$ cat src/rtl/sync_capture_queue.sv
`default_nettype none
// ============================================================================
// Module      : sync_capture_queue
// Description : Single-clock capture queue. Words offered with enable_in are
//               stored in a DEPTH-entry circular buffer. They are presented
//               in order on data_out/valid_out and consumed with ready_in.
//               When the queue is empty, data_out keeps the last word that
//               was presented (latch-style hold). A capture offered while
//               the queue is full and not draining is dropped, and sets a
//               sticky overflow flag.
// Optional    : SYNC_CAPTURE_BYPASS_EN -- when defined, a capture into an
//               empty queue is presented in the same cycle through a
//               combinational path. If ready_in is also high, the word is
//               consumed directly and never stored.
// Ports       : clock_in     - clock; all state changes on its rising edge
//               reset_in     - asynchronous active-high reset
//               clear_in     - synchronous flush (pointers, count, overflow)
//               enable_in    - capture request for data_in
//               data_in      - word to capture
//               ready_in     - consumer accepts data_out this cycle
//               valid_out    - data_out holds an unconsumed word
//               data_out     - head word, or held last word when idle
//               count_out    - number of stored entries
//               full_out     - count_out == DEPTH
//               overflow_out - sticky: a capture was dropped
// Revision    : 1.0 - initial release
// ============================================================================
module sync_capture_queue #(
  parameter int DATA_WIDTH = 32,
  parameter int DEPTH      = 4   // power of two, >= 2
) (
  input  logic                    clock_in,
  input  logic                    reset_in,
  input  logic                    clear_in,
  input  logic                    enable_in,
  input  logic [DATA_WIDTH-1:0]   data_in,
  input  logic                    ready_in,
  output logic                    valid_out,
  output logic [DATA_WIDTH-1:0]   data_out,
  output logic [$clog2(DEPTH):0]  count_out,
  output logic                    full_out,
  output logic                    overflow_out
);

  localparam int c_ptr_w = $clog2(DEPTH);
  localparam int c_cnt_w = c_ptr_w + 1;
  localparam logic [c_cnt_w-1:0] c_depth_cnt = c_cnt_w'(DEPTH);

  // Storage and bookkeeping state
  logic [DATA_WIDTH-1:0] r_mem [DEPTH];
  logic [c_ptr_w-1:0]    r_wr_ptr;
  logic [c_ptr_w-1:0]    r_rd_ptr;
  logic [c_cnt_w-1:0]    r_count;
  logic                  r_overflow;
  // Registered copy of the word on data_out. It tracks the head entry while
  // the queue is non-empty and simply stops updating once the queue drains,
  // which gives the hold behaviour without extra muxing on the output.
  logic [DATA_WIDTH-1:0] r_data_hold;

  logic                  w_empty;
  logic                  w_full;
  logic                  w_bypass;
  logic                  w_bypass_take;
  logic                  w_pop;
  logic                  w_push;
  logic                  w_drop;
  logic [c_ptr_w-1:0]    w_rd_next;
  logic [c_ptr_w-1:0]    w_wr_next;
  logic [c_cnt_w-1:0]    w_count_next;
  logic [DATA_WIDTH-1:0] w_head_next;

  assign w_empty = (r_count == '0);
  assign w_full  = (r_count == c_depth_cnt);

`ifdef SYNC_CAPTURE_BYPASS_EN
  // Transparent path for a capture into an empty queue. Reset is included
  // so that the outputs read zero for the whole time reset is asserted.
  assign w_bypass      = w_empty & enable_in & ~clear_in & ~reset_in;
  assign w_bypass_take = w_bypass & ready_in;
`else
  assign w_bypass      = 1'b0;
  assign w_bypass_take = 1'b0;
`endif

  // A pop only ever consumes a stored entry. A word that is consumed
  // directly through the bypass path is excluded from the push, so it never
  // touches storage.
  assign w_pop  = ~w_empty & ready_in & ~clear_in;
  assign w_push = enable_in & ~clear_in & (~w_full | w_pop) & ~w_bypass_take;
  assign w_drop = enable_in & ~clear_in & w_full & ~w_pop;

  // Pointers are log2(DEPTH) bits wide, so natural overflow gives the
  // modulo-DEPTH wrap with no gap.
  assign w_rd_next = w_pop  ? r_rd_ptr + c_ptr_w'(1) : r_rd_ptr;
  assign w_wr_next = w_push ? r_wr_ptr + c_ptr_w'(1) : r_wr_ptr;

  always_comb begin
    w_count_next = r_count;
    case ({w_push, w_pop})
      2'b10:   w_count_next = r_count + c_cnt_w'(1);
      2'b01:   w_count_next = r_count - c_cnt_w'(1);
      default: w_count_next = r_count;
    endcase
  end

  // Head word for the next cycle. The word being written this cycle can be
  // the next head only when it becomes the single remaining entry. That is
  // exactly the case where the write slot equals the next read slot, and the
  // memory has not yet been updated, so it is forwarded from data_in.
  assign w_head_next = (w_push && (r_wr_ptr == w_rd_next)) ? data_in
                                                           : r_mem[w_rd_next];

  always_ff @(posedge clock_in or posedge reset_in) begin
    if (reset_in) begin
      r_wr_ptr    <= '0;
      r_rd_ptr    <= '0;
      r_count     <= '0;
      r_overflow  <= 1'b0;
      r_data_hold <= '0;
    end else if (clear_in) begin
      // Flush: the held output word is deliberately left untouched.
      r_wr_ptr   <= '0;
      r_rd_ptr   <= '0;
      r_count    <= '0;
      r_overflow <= 1'b0;
    end else begin
      r_wr_ptr <= w_wr_next;
      r_rd_ptr <= w_rd_next;
      r_count  <= w_count_next;
      if (w_drop) begin
        r_overflow <= 1'b1;
      end
      if (w_bypass_take) begin
        r_data_hold <= data_in;
      end else if (w_count_next != '0) begin
        r_data_hold <= w_head_next;
      end
    end
  end

  // Storage array is not reset; entries are only read once written.
  always_ff @(posedge clock_in) begin
    if (w_push) begin
      r_mem[r_wr_ptr] <= data_in;
    end
  end

  assign valid_out    = ~w_empty | w_bypass;
  assign data_out     = w_bypass ? data_in : r_data_hold;
  assign count_out    = r_count;
  assign full_out     = w_full;
  assign overflow_out = r_overflow;

endmodule
`default_nettype wire
$ cat config.mk
export PLATFORM = sky130hd
export DESIGN_NAME = sync_capture_queue
export DESIGN_NICKNAME = d
export VERILOG_FILES = /design/src/rtl/sync_capture_queue.sv
export SDC_FILE = /design/constraint.sdc
export NUM_CORES = 1
export LEC_CHECK = 0
export ABC_AREA = 0
export BUFFER_PORTS_ARGS = -buffer_cell sky130_fd_sc_hd__buf_2
export CORE_MARGIN = 4
export CORE_UTILIZATION = 46
export CTS_BUF_LIST = sky130_fd_sc_hd__clkbuf_16
export CTS_CLUSTER_DIAMETER = 30
export DETAILED_ROUTE_END_ITERATION = 16
export SETUP_SLACK_MARGIN = 0.15
export SLEW_MARGIN = 20
export SYNTH_ARGS = -nofsm -noshare
export SYNTH_HDL_FRONTEND = slang
export SYNTH_SLANG_ARGS = --single-unit
$ cat constraint.sdc
create_clock -name clock_in -period 4.7 [get_ports clock_in]
set_input_delay 0.235 -clock clock_in [delete_from_list [all_inputs] [get_ports clock_in]]
set_output_delay 0.235 -clock clock_in [all_outputs]
set_load 0.02 [all_outputs]
==> impl_metrics.py, run 1 <==
metrics = {
    "job": {
        "drv_cap": 0,
    },
    "logic_synthesis": {
        "synth_top_area_share_pct": 44.5,
        "synth_top_cells_by_area": "edfxtp_1 (44%), dfrtp_1 (12%), nor2_1 (5.7%), o21ai_0 (5.4%), mux2_4 (5.2%)",
        "mappedNetlistArea_um2": 8650,
        "synth_area_per_cell_um2": 11.8,
        "synthFlopType": "edfxtp_1",
        "synthCells": 732,
        "synth_cell_types": 48,
        "async_reset_ff_share_pct": 23.8,
        "synth-seq-cells": 168,
        "synth-seq-area-share_pct": 56.0,
        "yosysWarnings": 0,
        "synth_fp_nets": 774,
        "synth_edf_count": 128,
        "synth_top_area_cell": "edfxtp_1",
    },
    "clock_network": {
        "cts_tree": "done",
        "cts_hold_buf": 0,
        "post_cts_buffers": 0,
        "insertion_delay_ns": 0.43,
        "cts_max_path_buffers": 2,
        "ctsHtreeMaxLevel": 4,
        "clock-sinks": 168,
        "cts-buffers-inserted": 17,
        "path_clk_slew_ns": 0.07,
        "cts-root-buf": "clkbuf_16",
        "cts_resized": 0,
    },
    "setup_path": {
        "crit_chain": "nor3_4 -> nor3_1 -> fa_1 -> nor4_1 -> a31oi_1 -> xor2_1 -> o22ai_4 -> buf_12 -> mux2_2",
        "slowest_stage": "o22ai_4",
        "path_class": "flip-flop to flip-flop",
        "cp-end-kind": "flip-flop",
        "crit_path_start_kind": "flip-flop",
        "worstPathArrival_ns": 3.81,
        "crit_path_max_incr_delay_ns": 0.68,
        "cp_max_fo": 18,
        "required_ns": 5.02,
    },
    "timing": {
        "period_needed_ns": 3.50,
        "worstMarginPinSlew_ns": 0.920,
        "worst_clock_skew_ns": 0.0117,
        "hold_ws_ns": -0.0620,
        "final-max-slew-violation-count": 0,
        "max_slew_margin_pct": 38.7,
        "fin_setup_tns_ns": 0,
        "hold_viol": 40,
        "finalSetupViolCount": 0,
        "finalCritPeriodShare_pct": 74.4,
        "fmaxAchievable_mhz": 286,
        "rsz0062_at_grt": "no",
        "finalWorstSetupSlack_ns": 1.20,
    },
    "power": {
        "p_seq_share_pct": 45.5,
        "switchingPower_uw": 1270,
        "comb_power_share_pct": 23.1,
        "swShare_pct": 30.5,
        "p_leak_uw": 0.00359,
        "power_uw": 4160,
        "internal-power_uw": 2890,
        "power-per-cell-area_nw_per_um2": 430,
        "pwr-share-clk_pct": 31.4,
        "ir_drop_mv": 0.247,
    },
    "finish": {
        "fill_cells": 1571,
        "antenna_cells": 0,
        "synthToLayoutAreaGrowth_pct": 12.1,
        "nets": 824,
        "drive_gt1_share_pct": 21.5,
        "layout_common_cells": "nor2_1 (132), edfxtp_1 (128), o21ai_0 (94)",
        "layout_commonest_cell": "nor2_1",
    },
    "die": {
        "die_x_um": 145,
        "start_util_pct": 47.5,
        "num_rows": 49,
        "die_h_um": 145,
        "ios": 75,
        "fp.dieArea_um2": 21100,
        "coreArea_um2": 18200,
    },
    "placement": {
        "io_buffers": 74,
        "place_hpwl_um": 12700,
        "place_congestion": 0.785,
        "place_ws_ns": 1.19,
    },
    "run_status": {
        "status": "finished with violations",
        "violations": "hold timing",
    },
    "route": {
        "drc_errors": 0,
        "drt_wl_total_um": 22300,
        "vias_per_cell": 6.00,
        "wl_per_cell_um": 21.8,
        "num_vias": 6139,
        "ant_nets": 0,
        "dr.pass1.iters": 5,
        "drt-initial-drc-count": 506,
    },
    "grt": {
        "grt_max_degree": 55,
        "gr-total-overflow": 0,
        "grt_pass1_vias": 6476,
        "antenna_found_initial": 0,
        "grt_pass1_wl_um": 35500,
        "grt.total_usage_pct": 21.2,
    },
    "min_path": {
        "holdCritPathClass": "primary input to asynchronous set/reset pin",
    },
}
-- power groups by stage --
stage                     sequential [uW]  combinational [uW]  clock (uW)
after floorplan                      2080                 497           0
after global placement               1920                 949           0
after detailed placement             1920                 969           0
after CTS                            1890                 973        1320
after global routing                 1920                1030        1390
final                                1900                 961        1310
-- critical path: cells and delay by family (launching register included) --
family	cells	cell delay, ns
AND/OR/NAND/NOR	3	0.86
AO/OA/AOI/OAI	2	0.76
flip-flops	1	0.49
adder cells (fa/ha/maj)	1	0.40
multiplexers	1	0.35
buffers and inverters	1	0.28
XOR/XNOR	1	0.22
-- state kept, by name, summed over array words and instances, names as in the netlist --
| name | flops |
|---|---|
| r_mem | 128 |
| data_out | 32 |
| count_out | 3 |
| r_rd_ptr | 2 |
| r_wr_ptr | 2 |
| overflow_out | 1 |
-- kinds of logic (layout without fill, tap and decap cells) --
logic type / count (synthesis) / in the layout / synth area share [%]
adders and majority gates: 5 / 5 / 0.810
AOI/OAI and AO/OA: 171 / 171 / 14.0
muxes: 67 / 67 / 9.98
xor gates and xnor gates: 5 / 5 / 0.507
DFF: 168 / 168 / 56.0
buffers and inverters: 63 / 126 / 3.81
and+or+nand+nor: 253 / 253 / 14.9
-- synth_stat cells (2+ instances only) --
cell      instances
nor2_1          132
edfxtp_1        128
o21ai_0          94
dfrtp_1          40
clkbuf_1         37
and2_1           36
nor3_1           32
a32o_1           31
nor3b_1          31
o211a_1          31
mux2_1           30
mux2_4           30
buf_6            10
buf_2             9
ha_1              4
mux2_2            4
inv_1             3
mux2i_1           3
nand2_1           3
nand2b_1          3
nand3_1           3
xor2_1            3
a21oi_1           2
a21oi_2           2
buf_1             2
nor2b_1           2
nor3b_2           2
o211ai_1          2
o21ai_1           2
o31ai_1           2
xnor2_1           2
-- layout make-up --
| cell class | instances | area [um^2] | share of cell area [%] |
|---|---|---|---|
| clock buffers | 17 | 425 | 4.39 |
| clock inverters | 15 | 118 | 1.21 |
| inverters | 4 | 18.8 | 0.194 |
| multi-input cells | 501 | 3490 | 36.0 |
| flip-flops and latches | 168 | 4850 | 50.0 |
| well taps | 229 | 287 | 2.96 |
| repair buffers | 90 | 503 | 5.19 |
-- final timing paths --
check,cells after the start,endpoint,slack [ns],startpoint
worst min-delay path,2,r_rd_ptr[1],-0.06,reset_in
worst max register to register,9,data_out[11],1.20,count_out[1]
worst max-delay path,9,data_out[11],1.20,count_out[1]
min in group clock_in,1,r_mem[2][4],0.04,data_in[4]
worst min register to register,1,data_out[21],0.51,data_out[21]
max in group asynchronous,2,r_rd_ptr[0],4.24,reset_in
-- through the flow --
stage          util, %  cells  cell area (um^2)  hold WS, ns
5_1_grt           53.2   1024              9690      0.00569
6_report          53.2   1024              9690      -0.0620
4_1_cts           53.2   1024              9690       0.0222
3_5_place_dp      50.2    992              9150        0.467
2_1_floorplan        -    732              8650        0.334
3_3_place_gp      50.2    992              9150        0.462
-- per-layer routing --
layer | vias up | track usage, % | part of all wire [%]
li1 | 2811 | - | -
met1 | 3081 | 27.8 | 44
met2 | 216 | 36.0 | 49
met3 | 31 | 4.27 | 5.6
met4 | 0 | 6.27 | 1.4
met5 | - | 0 | 0
(Power assumes the default switching activity.)
==> run 2: changes to the inputs <==
==> constraint.sdc (replaced) <==
create_clock -name clock_in -period 3.4 [get_ports clock_in]
set_input_delay 0.17 -clock clock_in [delete_from_list [all_inputs] [get_ports clock_in]]
set_output_delay 0.17 -clock clock_in [all_outputs]
set_load 0.02 [all_outputs]
==> impl_metrics.py, run 2 (same netlist as run 1, synthesis figures left out) <==
metrics = {
    "setup_path": {
        "cp-end-kind": "flip-flop",
        "cp_max_fo": 14,
        "reg2reg_depth": 9,
        "worstPathArrival_ns": 3.37,
        "r2r-end": "data_out[10]",
        "critical_path_depth": 9,
        "path_class": "flip-flop to flip-flop",
        "crit_end": "data_out[10]",
        "path_buf_inv": 1,
        "r2r_slack_ns": 0.35,
        "r2r-start": "count_out[2]",
        "cp-startpoint": "count_out[2]",
        "required_ns": 3.72,
        "critPathTopFamily": "simple AND/OR/NAND/NOR gates",
        "crit_path_max_incr_delay_ns": 0.45,
        "crit_path_start_kind": "flip-flop",
        "slowest_stage": "dfrtp_1",
        "crit_chain": "nor3_4 -> nor3_1 -> fa_1 -> nor4_1 -> a31oi_1 -> xor2_1 -> o22ai_4 -> buf_4 -> mux2_2",
    },
    "die": {
        "start_util_pct": 47.5,
        "die_h_um": 145,
        "die_x_um": 145,
        "fp.dieArea_um2": 21100,
        "ios": 75,
        "coreArea_um2": 18200,
        "num_rows": 49,
    },
    "route": {
        "dr.pass1.iters": 5,
        "drt_wl_total_um": 22400,
        "vias_per_cell": 5.91,
        "num_vias": 6315,
        "wl_per_cell_um": 21.0,
        "drc_errors": 0,
        "ant_nets": 0,
        "drt-initial-drc-count": 477,
    },
    "clock_network": {
        "clock-sinks": 168,
        "cts-root-buf": "clkbuf_16",
        "path_clk_slew_ns": 0.07,
        "cts-buffers-inserted": 17,
        "insertion_delay_ns": 0.44,
        "ctsHtreeMaxLevel": 4,
        "cts_max_path_buffers": 2,
        "cts_tree": "done",
        "post_cts_buffers": 0,
    },
    "grt": {
        "grt_max_degree": 42,
        "grt_pass1_vias": 6390,
        "grt_pass1_wl_um": 35400,
        "grt.total_usage_pct": 21.2,
        "antenna_found_initial": 0,
        "gr-total-overflow": 0,
    },
    "timing": {
        "final-max-slew-violation-count": 0,
        "worstMarginPinSlew_ns": 0.990,
        "period_needed_ns": 3.05,
        "finalCritPeriodShare_pct": 89.6,
        "max_slew_margin_pct": 34.0,
        "worst_clock_skew_ns": 0.00868,
        "rsz0062_at_grt": "no",
        "hold_viol": 0,
        "finalSetupViolCount": 0,
        "fin_setup_tns_ns": 0,
        "fmaxAchievable_mhz": 328,
    },
    "placement": {
        "place_congestion": 0.770,
        "io_buffers": 74,
        "place_hpwl_um": 13300,
    },
    "min_path": {
        "holdCritPathClass": "primary input to flip-flop",
    },
    "power": {
        "p_leak_uw": 0.00388,
        "comb_power_share_pct": 22.9,
        "switchingPower_uw": 1760,
        "internal-power_uw": 4350,
        "p_seq_share_pct": 42.7,
        "ir_drop_mv": 0.396,
        "swShare_pct": 28.8,
        "pwr-share-clk_pct": 34.4,
        "power_uw": 6110,
        "power-per-cell-area_nw_per_um2": 594,
    },
    "job": {
        "drv_cap": 0,
    },
    "finish": {
        "layout_commonest_cell": "nor2_1",
        "synthToLayoutAreaGrowth_pct": 19.1,
        "drive_gt1_share_pct": 21.6,
        "layout_common_cells": "nor2_1 (132), edfxtp_1 (128), o21ai_0 (94)",
        "largest_register": "r_mem",
        "nets": 868,
        "largest_reg_flops": 128,
        "antenna_cells": 0,
        "final_util_pct": 56.5,
    },
    "run_status": {
        "status": "completed",
    },
}
run 2: cell types whose count changed in the layout (fill, tap and decap cells not counted), sizes merged:
cell / before / now
dlygate4sd3: 0 / 33
clkinvlp: 2 / 0
inv: 9 / 11
bufinv: 0 / 4
clkinv: 8 / 4
buf: 90 / 101
run 2: final cells by class:
| cell class | count | area, um^2 |
|---|---|---|
| multi-input combinational | 501 | 3490 |
| sequential | 168 | 4850 |
| clock buffer | 17 | 425 |
| inverter | 4 | 18.8 |
| tap | 229 | 287 |
| timing repair buffer | 134 | 1020 |
| clock inverter | 15 | 213 |
| fill | 1512 | 7910 |
run 2: metrics by stage:
step                hold slack [ns]  cells  worst slack [ns]  area, um^2
CTS                          0.0245   1068             0.312       10300
finish                       0.0393   1068             0.354       10300
detailed placement            0.406   1003             0.339        9330
global placement              0.400   1003             0.374        9330
global route                 0.0586   1068             0.171       10300
floorplan                     0.269    732             0.605        8650
run 2: routing by layer:
metal / global-route usage, % / share of wire (%) / vias up
met3: 3.71 / 5.6 / 29
met4: 6.70 / 1.4 / 0
li1: - / - / 2892
met2: 34.9 / 48 / 210
met5: 0 / 0 / -
met1: 29.0 / 45 / 3184
run 2: what timing repair did:
action	4_1_cts	5_1_grt
endpoints found under the setup margin	0	2
resized for setup	0	0
hold buffers	33	0
hold endpoints to repair	168	0
run 2: power groups by stage:
stage / logic, uW / clock network (uW) / registers [uW]
after floorplan: 687 / 0 / 2880
after global placement: 1350 / 0 / 2640
after detailed placement: 1380 / 0 / 2650
after CTS: 1420 / 2140 / 2610
after global routing: 1490 / 2220 / 2640
final: 1400 / 2100 / 2610
run 2: how the worst min path moves through the flow:
stage	cells after the start	startpoint	slack, ns	end
detailed placement	1	data_in[9]	0.41	r_mem[0][9]
global placement	1	data_in[18]	0.40	r_mem[0][18]
CTS	3	enable_in	0.02	overflow_out
floorplan	0	data_in[0]	0.27	r_mem[0][0]
global route	3	enable_in	0.06	overflow_out
finish	3	enable_in	0.04	overflow_out
run 2: worst reg2reg max path, delay by kind of cell (launching register included):
family / cells / cell delay [ns]
AOI/OAI and AO/OA: 2 / 0.28
and+or+nand+nor: 3 / 0.89
adders and majority gates: 1 / 0.42
xor gates and xnor gates: 1 / 0.19
DFF: 1 / 0.45
buffers and inverters: 1 / 0.32
muxes: 1 / 0.38
